==> src/rtl/iot_data_tx.sv <==
// rtl/iot_data_tx.sv - byte-serial word transmitter feeding the IoT data-filter core
module iot_data_tx #(
  parameter int WORD_W          = 128,
  parameter int BYTE_W          = 8,
  parameter int WORDS_PER_ROUND = 8,
  parameter int FIFO_DEPTH      = 4
) (
  input  logic                          clk,
  input  logic                          rst,
  input  logic                          start,
  input  logic [2:0]                    fn_cfg,
  input  logic [7:0]                    num_rounds,
  input  logic                          wr_valid,
  input  logic [WORD_W-1:0]             wr_data,
  output logic                          wr_ready,
  input  logic                          busy,
  output logic                          in_en,
  output logic [BYTE_W-1:0]             iot_in,
  output logic [2:0]                    fn_sel,
  output logic                          tx_active,
  output logic [$clog2(FIFO_DEPTH):0]   fifo_count,
  output logic                          done
);

  localparam int PTR_W = $clog2(FIFO_DEPTH);
  localparam int CNT_W = PTR_W + 1;
  localparam int BPW   = WORD_W / BYTE_W;
  localparam int BC_W  = $clog2(BPW);
  localparam int WL_W  = 11;

  typedef enum logic [1:0] {
    S_IDLE = 2'd0,
    S_WAIT = 2'd1,
    S_SEND = 2'd2,
    S_DONE = 2'd3
  } state_t;

  state_t              state_q, state_d;
  logic [WORD_W-1:0]   mem_q [FIFO_DEPTH];
  logic [PTR_W-1:0]    wr_ptr_q, rd_ptr_q;
  logic [CNT_W-1:0]    count_q;
  logic [WORD_W-1:0]   shreg_q, shreg_d;
  logic [BC_W-1:0]     byte_cnt_q, byte_cnt_d;
  logic [WL_W-1:0]     words_left_q, words_left_d;
  logic [2:0]          fn_sel_q, fn_sel_d;
  logic                zero_done_q, zero_done_d;

  logic                full, empty, push, pop;
  logic [WORD_W-1:0]   head;

  assign full       = (count_q == CNT_W'(FIFO_DEPTH));
  assign empty      = (count_q == '0);
  assign push       = wr_valid && !full;
  assign head       = mem_q[rd_ptr_q];
  assign wr_ready   = !full;
  assign fifo_count = count_q;
  assign fn_sel     = fn_sel_q;
  assign tx_active  = (state_q == S_WAIT) || (state_q == S_SEND);
  assign done       = (state_q == S_DONE) || zero_done_q;

  // FIFO storage: written on push, no reset needed since occupancy gates reads
  always_ff @(posedge clk) begin
    if (push) begin
      mem_q[wr_ptr_q] <= wr_data;
    end
  end

  // FIFO pointers and occupancy; push and pop in one cycle leave the count unchanged
  always_ff @(posedge clk or negedge rst) begin
    if (!rst) begin
      wr_ptr_q <= '0;
      rd_ptr_q <= '0;
      count_q  <= '0;
    end else begin
      if (push) wr_ptr_q <= wr_ptr_q + PTR_W'(1);
      if (pop)  rd_ptr_q <= rd_ptr_q + PTR_W'(1);
      count_q <= count_q + CNT_W'(push) - CNT_W'(pop);
    end
  end

  // Control state, shift register and run counters
  always_ff @(posedge clk or negedge rst) begin
    if (!rst) begin
      state_q      <= S_IDLE;
      shreg_q      <= '0;
      byte_cnt_q   <= '0;
      words_left_q <= '0;
      fn_sel_q     <= '0;
      zero_done_q  <= 1'b0;
    end else begin
      state_q      <= state_d;
      shreg_q      <= shreg_d;
      byte_cnt_q   <= byte_cnt_d;
      words_left_q <= words_left_d;
      fn_sel_q     <= fn_sel_d;
      zero_done_q  <= zero_done_d;
    end
  end

  // Next-state and byte strobe; a stalled byte is re-presented until busy falls
  always_comb begin
    state_d      = state_q;
    shreg_d      = shreg_q;
    byte_cnt_d   = byte_cnt_q;
    words_left_d = words_left_q;
    fn_sel_d     = fn_sel_q;
    zero_done_d  = 1'b0;
    pop          = 1'b0;
    in_en        = 1'b0;
    iot_in       = '0;
    case (state_q)
      S_IDLE: begin
        if (start) begin
          if (num_rounds != 8'd0) begin
            fn_sel_d     = fn_cfg;
            words_left_d = WL_W'(num_rounds) * WL_W'(WORDS_PER_ROUND);
            state_d      = S_WAIT;
          end else begin
            zero_done_d = 1'b1;
          end
        end
      end
      S_WAIT: begin
        if (!empty) begin
          pop        = 1'b1;
          shreg_d    = head;
          byte_cnt_d = '0;
          state_d    = S_SEND;
        end
      end
      S_SEND: begin
        in_en  = !busy;
        iot_in = shreg_q[WORD_W-1 -: BYTE_W];
        if (!busy) begin
          shreg_d    = shreg_q << BYTE_W;
          byte_cnt_d = byte_cnt_q + BC_W'(1);
          if (byte_cnt_q == BC_W'(BPW - 1)) begin
            words_left_d = words_left_q - WL_W'(1);
            if (words_left_q == WL_W'(1)) begin
              state_d = S_DONE;
            end else if (!empty) begin
              pop        = 1'b1;
              shreg_d    = head;
              byte_cnt_d = '0;
            end else begin
              state_d = S_WAIT;
            end
          end
        end
      end
      S_DONE: begin
        state_d = S_IDLE;
      end
      default: begin
        state_d = S_IDLE;
      end
    endcase
  end

endmodule

==> config.mk <==
export PLATFORM = sky130hd
export DESIGN_NAME = iot_data_tx
export DESIGN_NICKNAME = d
export VERILOG_FILES = /design/src/rtl/iot_data_tx.sv
export SDC_FILE = /design/constraint.sdc
export NUM_CORES = 1
export LEC_CHECK = 0
export CAP_MARGIN = 20
export CORE_MARGIN = 2
export CORE_UTILIZATION = 40
export DETAILED_ROUTE_END_ITERATION = 7
export GPL_TIMING_DRIVEN = 0
export PLACE_DENSITY = 0.7
export RECOVER_POWER = 50
export REMOVE_ABC_BUFFERS = 1
export SLEW_MARGIN = 20
export SYNTH_ARGS = -nofsm -noshare
export SYNTH_HDL_FRONTEND = slang
export SYNTH_SLANG_ARGS = --single-unit
==> constraint.sdc <==
create_clock -name clk -period 4.42 [get_ports clk]
set_clock_uncertainty 0.05 [all_clocks]
set_input_delay 0.884 -clock clk [delete_from_list [all_inputs] [get_ports clk]]
set_output_delay 0.884 -clock clk [all_outputs]
set_load 0.005 [all_outputs]
==> results.sh <==
export IMPL_status="finished with violations"
export IMPL_violations="max-capacitance violations, max-slew violations"
export IMPL_yosysTopAreaCell="edfxtp_1"
export IMPL_dp_hpwl_mm=34.97
export IMPL_wirelength_mm=59.65
export IMPL_setup_viol=0
export IMPL_slew_violations=206
export IMPL_ys_flop_type="edfxtp_1"
export IMPL_die_y_um=263.9
export IMPL_cts_repair_resize_count=0
export IMPL_p_per_area_mw_per_mm2=698.8
export IMPL_stdcell_count=2679
export IMPL_grt_max_degree=75
export IMPL_path_class="flop to output port"
export IMPL_routabilityCongestion=0.7238
export IMPL_ys_seq_area_frac=0.7137
export IMPL_cts_tree="done"
export IMPL_endpoint_kind="output port"
export IMPL_synthMostInstantiatedCell="edfxtp_1"
export IMPL_syn_area_sq_mm=0.02701
export IMPL_synth_edff_count=512
export IMPL_io_pins=162
export IMPL_clkLatencyLatePin_ns=0.60
export IMPL_pre_cts_ws_ns=0.7753
export IMPL_finalHoldViolations=0
export IMPL_port_buffers=161
export IMPL_synthTopCellsByArea="edfxtp_1 57%, dfrtp_1 14%, mux4_2 11%"
export IMPL_route_vias_total=15420
export IMPL_clockBufferDepth=3
export IMPL_die_w_um=263.9
export IMPL_synthTopCellsByCount="512 x edfxtp_1, 269 x nand2_1, 156 x dfrtp_1, 128 x mux4_2, 122 x o211ai_1"
export IMPL_relSlewSlack=-0.5144
export IMPL_syn_to_final_growth_pct=19.79
export IMPL_drcViolationCount=0
export IMPL_finalCriticalPeriod_ns=3.865
export IMPL_drtAntennaViolNets=0
export IMPL_grt_pass1_vias=16460
export IMPL_drt_first_pass_iters=5
export IMPL_cp_max_fo=57
export IMPL_syn_inst=1599
export IMPL_crit_required_ns=3.49
export IMPL_vias_per_cell=5.756
export IMPL_fin_hold_ws_ns=0.2348
export IMPL_ys_ff_latch=668
export IMPL_coreArea_sq_mm=0.06704
export IMPL_nets=1902
export IMPL_intPower_mw=15.31
export IMPL_grt_overflow_total=0
export IMPL_ys_warn_count=0
export IMPL_nFillCells=5542
export IMPL_setup_ws_ns=0.5549
export IMPL_grt_pass1_wl_mm=94.88
export IMPL_clkTransAtPathRegs_ns=0.06
export IMPL_p_leak_nw=10.89
export IMPL_drt_initial_drc_count=1320
export IMPL_drive_gt1_frac=0.1689
export IMPL_multi_input_area_sq_mm=0.006994
export IMPL_postSynthAreaPerCell_sq_um=16.89
export IMPL_numCtsBuffers=72
export IMPL_synth_top_area_share=0.5692
export IMPL_worst_slew_pin_transition_ns=2.272
export IMPL_p_seq_frac=0.412
export IMPL_grt_setup_unrepaired="no"
export IMPL_ys_types=57
export IMPL_fin_tns_setup_ns=0
export IMPL_dp_cells=2542
export IMPL_post_cts_buffers=0
export IMPL_design_die_area_sq_mm=0.06963
export IMPL_clkPwrFrac=0.259
export IMPL_period_share=0.8745
export IMPL_p_sw_mw=7.308
export IMPL_p_total_mw=22.61
export IMPL_antenna_found_initial=11
export IMPL_initial_core_util=0.4029
export IMPL_design_area_sq_mm=0.03236
export IMPL_fmax_mhz=258.7
export IMPL_synthArstFlopShare=0.2335
export IMPL_hold_buffers=0
export IMPL_num_rows=95
export IMPL_switching_share=0.3232
export IMPL_vdd_ir_drop_max_uv=410.1
export IMPL_seqCellArea_sq_mm=0.01929
export IMPL_crit_arrival_ns=2.93
export IMPL_startpoint_type="flop"
export IMPL_combinationalPowerShare=0.329
export IMPL_fin_util=0.4827
export IMPL_root_buffer="clkbuf_16"
export IMPL_htreeDepth=3
export IMPL_clkSinkCount=668
export IMPL_place_area_sq_mm=0.03010
export IMPL_max_cap_violations=4
export IMPL_grt_usage=0.1739
export IMPL_wl_per_cell_um=22.27
export IMPL_hold_class="input port to asynchronous set/reset pin"
worst max-delay path, cell delays in order, from the launching register on:
cell	delay (ns)
dfrtp_1	0.44
inv_1	0.17
ha_4	0.64
buf_16	0.32
and2_1	0.19
clkdlybuf4s50_1	0.50
area by class of cell:
cell class	instances	area share
sequential	668	0.5960
multi-input combinational	780	0.2161
timing repair buffer	206	0.08035
clock buffer	99	0.06225
tap	873	0.03375
clock inverter	32	0.009318
inverter	15	0.001740
antenna	6	0.0004640
worst paths after layout:
check                                    startpoint                     endpoint  slack (ns)  cells past startpoint
min reg2reg                shreg_q[123]$_DFFE_PN0P_     shreg_q[123]$_DFFE_PN0P_        0.44                      2
max                          state_q[0]$_DFFE_PN0P_                    iot_in[1]        0.55                      5
min                                             rst  words_left_q[8]$_DFFE_PN0P_        0.23                      1
max reg2reg                  state_q[0]$_DFFE_PN0P_      shreg_q[67]$_DFFE_PN0P_        0.79                     10
max in group asynchronous                       rst      rd_ptr_q[0]$_DFFE_PN0P_        1.31                      2
min in group clk           shreg_q[123]$_DFFE_PN0P_     shreg_q[123]$_DFFE_PN0P_        0.44                      2
layer usage:
metal / up-vias / GRT usage / routed length (um)
met5: - / 0 / 50
met4: 8 / 0.04991 / 1154
met3: 103 / 0.02974 / 3305
met2: 467 / 0.2974 / 30220
met1: 8116 / 0.2293 / 24920
li1: 6727 / - / -
registers in the layout (all words and copies together) (netlist names):
signal	flops
rd_ptr_q	2
fn_sel	3
state_q	2
zero_done_q	1
byte_cnt_q	4
fifo_count	3
shreg_q	128
wr_ptr_q	2
words_left_q	11
mem_q	512
cells by family (layout without fill, tap and decap cells):
| kind of cell | Yosys count | count (layout) | share of synthesized area |
|---|---|---|---|
| and+or+nand+nor | 329 | 329 | 0.05155 |
| muxes | 134 | 134 | 0.1091 |
| adders and majority gates | 15 | 15 | 0.007226 |
| AOI/OAI and AO/OA | 297 | 297 | 0.08745 |
| other | 0 | 6 | 0 |
| DFF | 668 | 668 | 0.7137 |
| xor gates and xnor gates | 5 | 5 | 0.001621 |
| buffers and inverters | 151 | 352 | 0.02937 |
cell usage in the layout, fill, tap and decap left out, types with 7 or more instances in the layout:
| cell | instances |
|---|---|
| inv_6 | 7 |
| o211ai_1 | 122 |
| clkbuf_16 | 73 |
| mux4_2 | 128 |
| ha_1 | 13 |
| clkbuf_1 | 18 |
| o2111ai_1 | 120 |
| a31oi_1 | 8 |
| clkinv_2 | 8 |
| nand2_1 | 269 |
| inv_1 | 15 |
| clkbuf_8 | 9 |
| edfxtp_1 | 512 |
| dfrtp_1 | 154 |
| buf_16 | 25 |
| clkdlybuf4s50_1 | 31 |
| dlygate4sd3_1 | 129 |
| nor2_1 | 9 |
| and2_1 | 10 |
| o21ai_1 | 11 |
| a21oi_1 | 8 |
| buf_8 | 11 |
| clkinv_1 | 7 |
power by group through the flow:
stage | logic, mW | registers (mW) | clock network (mW)
global route | 8.18 | 9.47 | 6.25
CTS | 7.61 | 9.32 | 6.01
detailed placement | 7.59 | 9.43 | 0
global placement | 5.32 | 9.94 | 0
finish | 7.44 | 9.31 | 5.87
floorplan | 4.51 | 9.62 | 0
(Power assumes the default switching activity.)
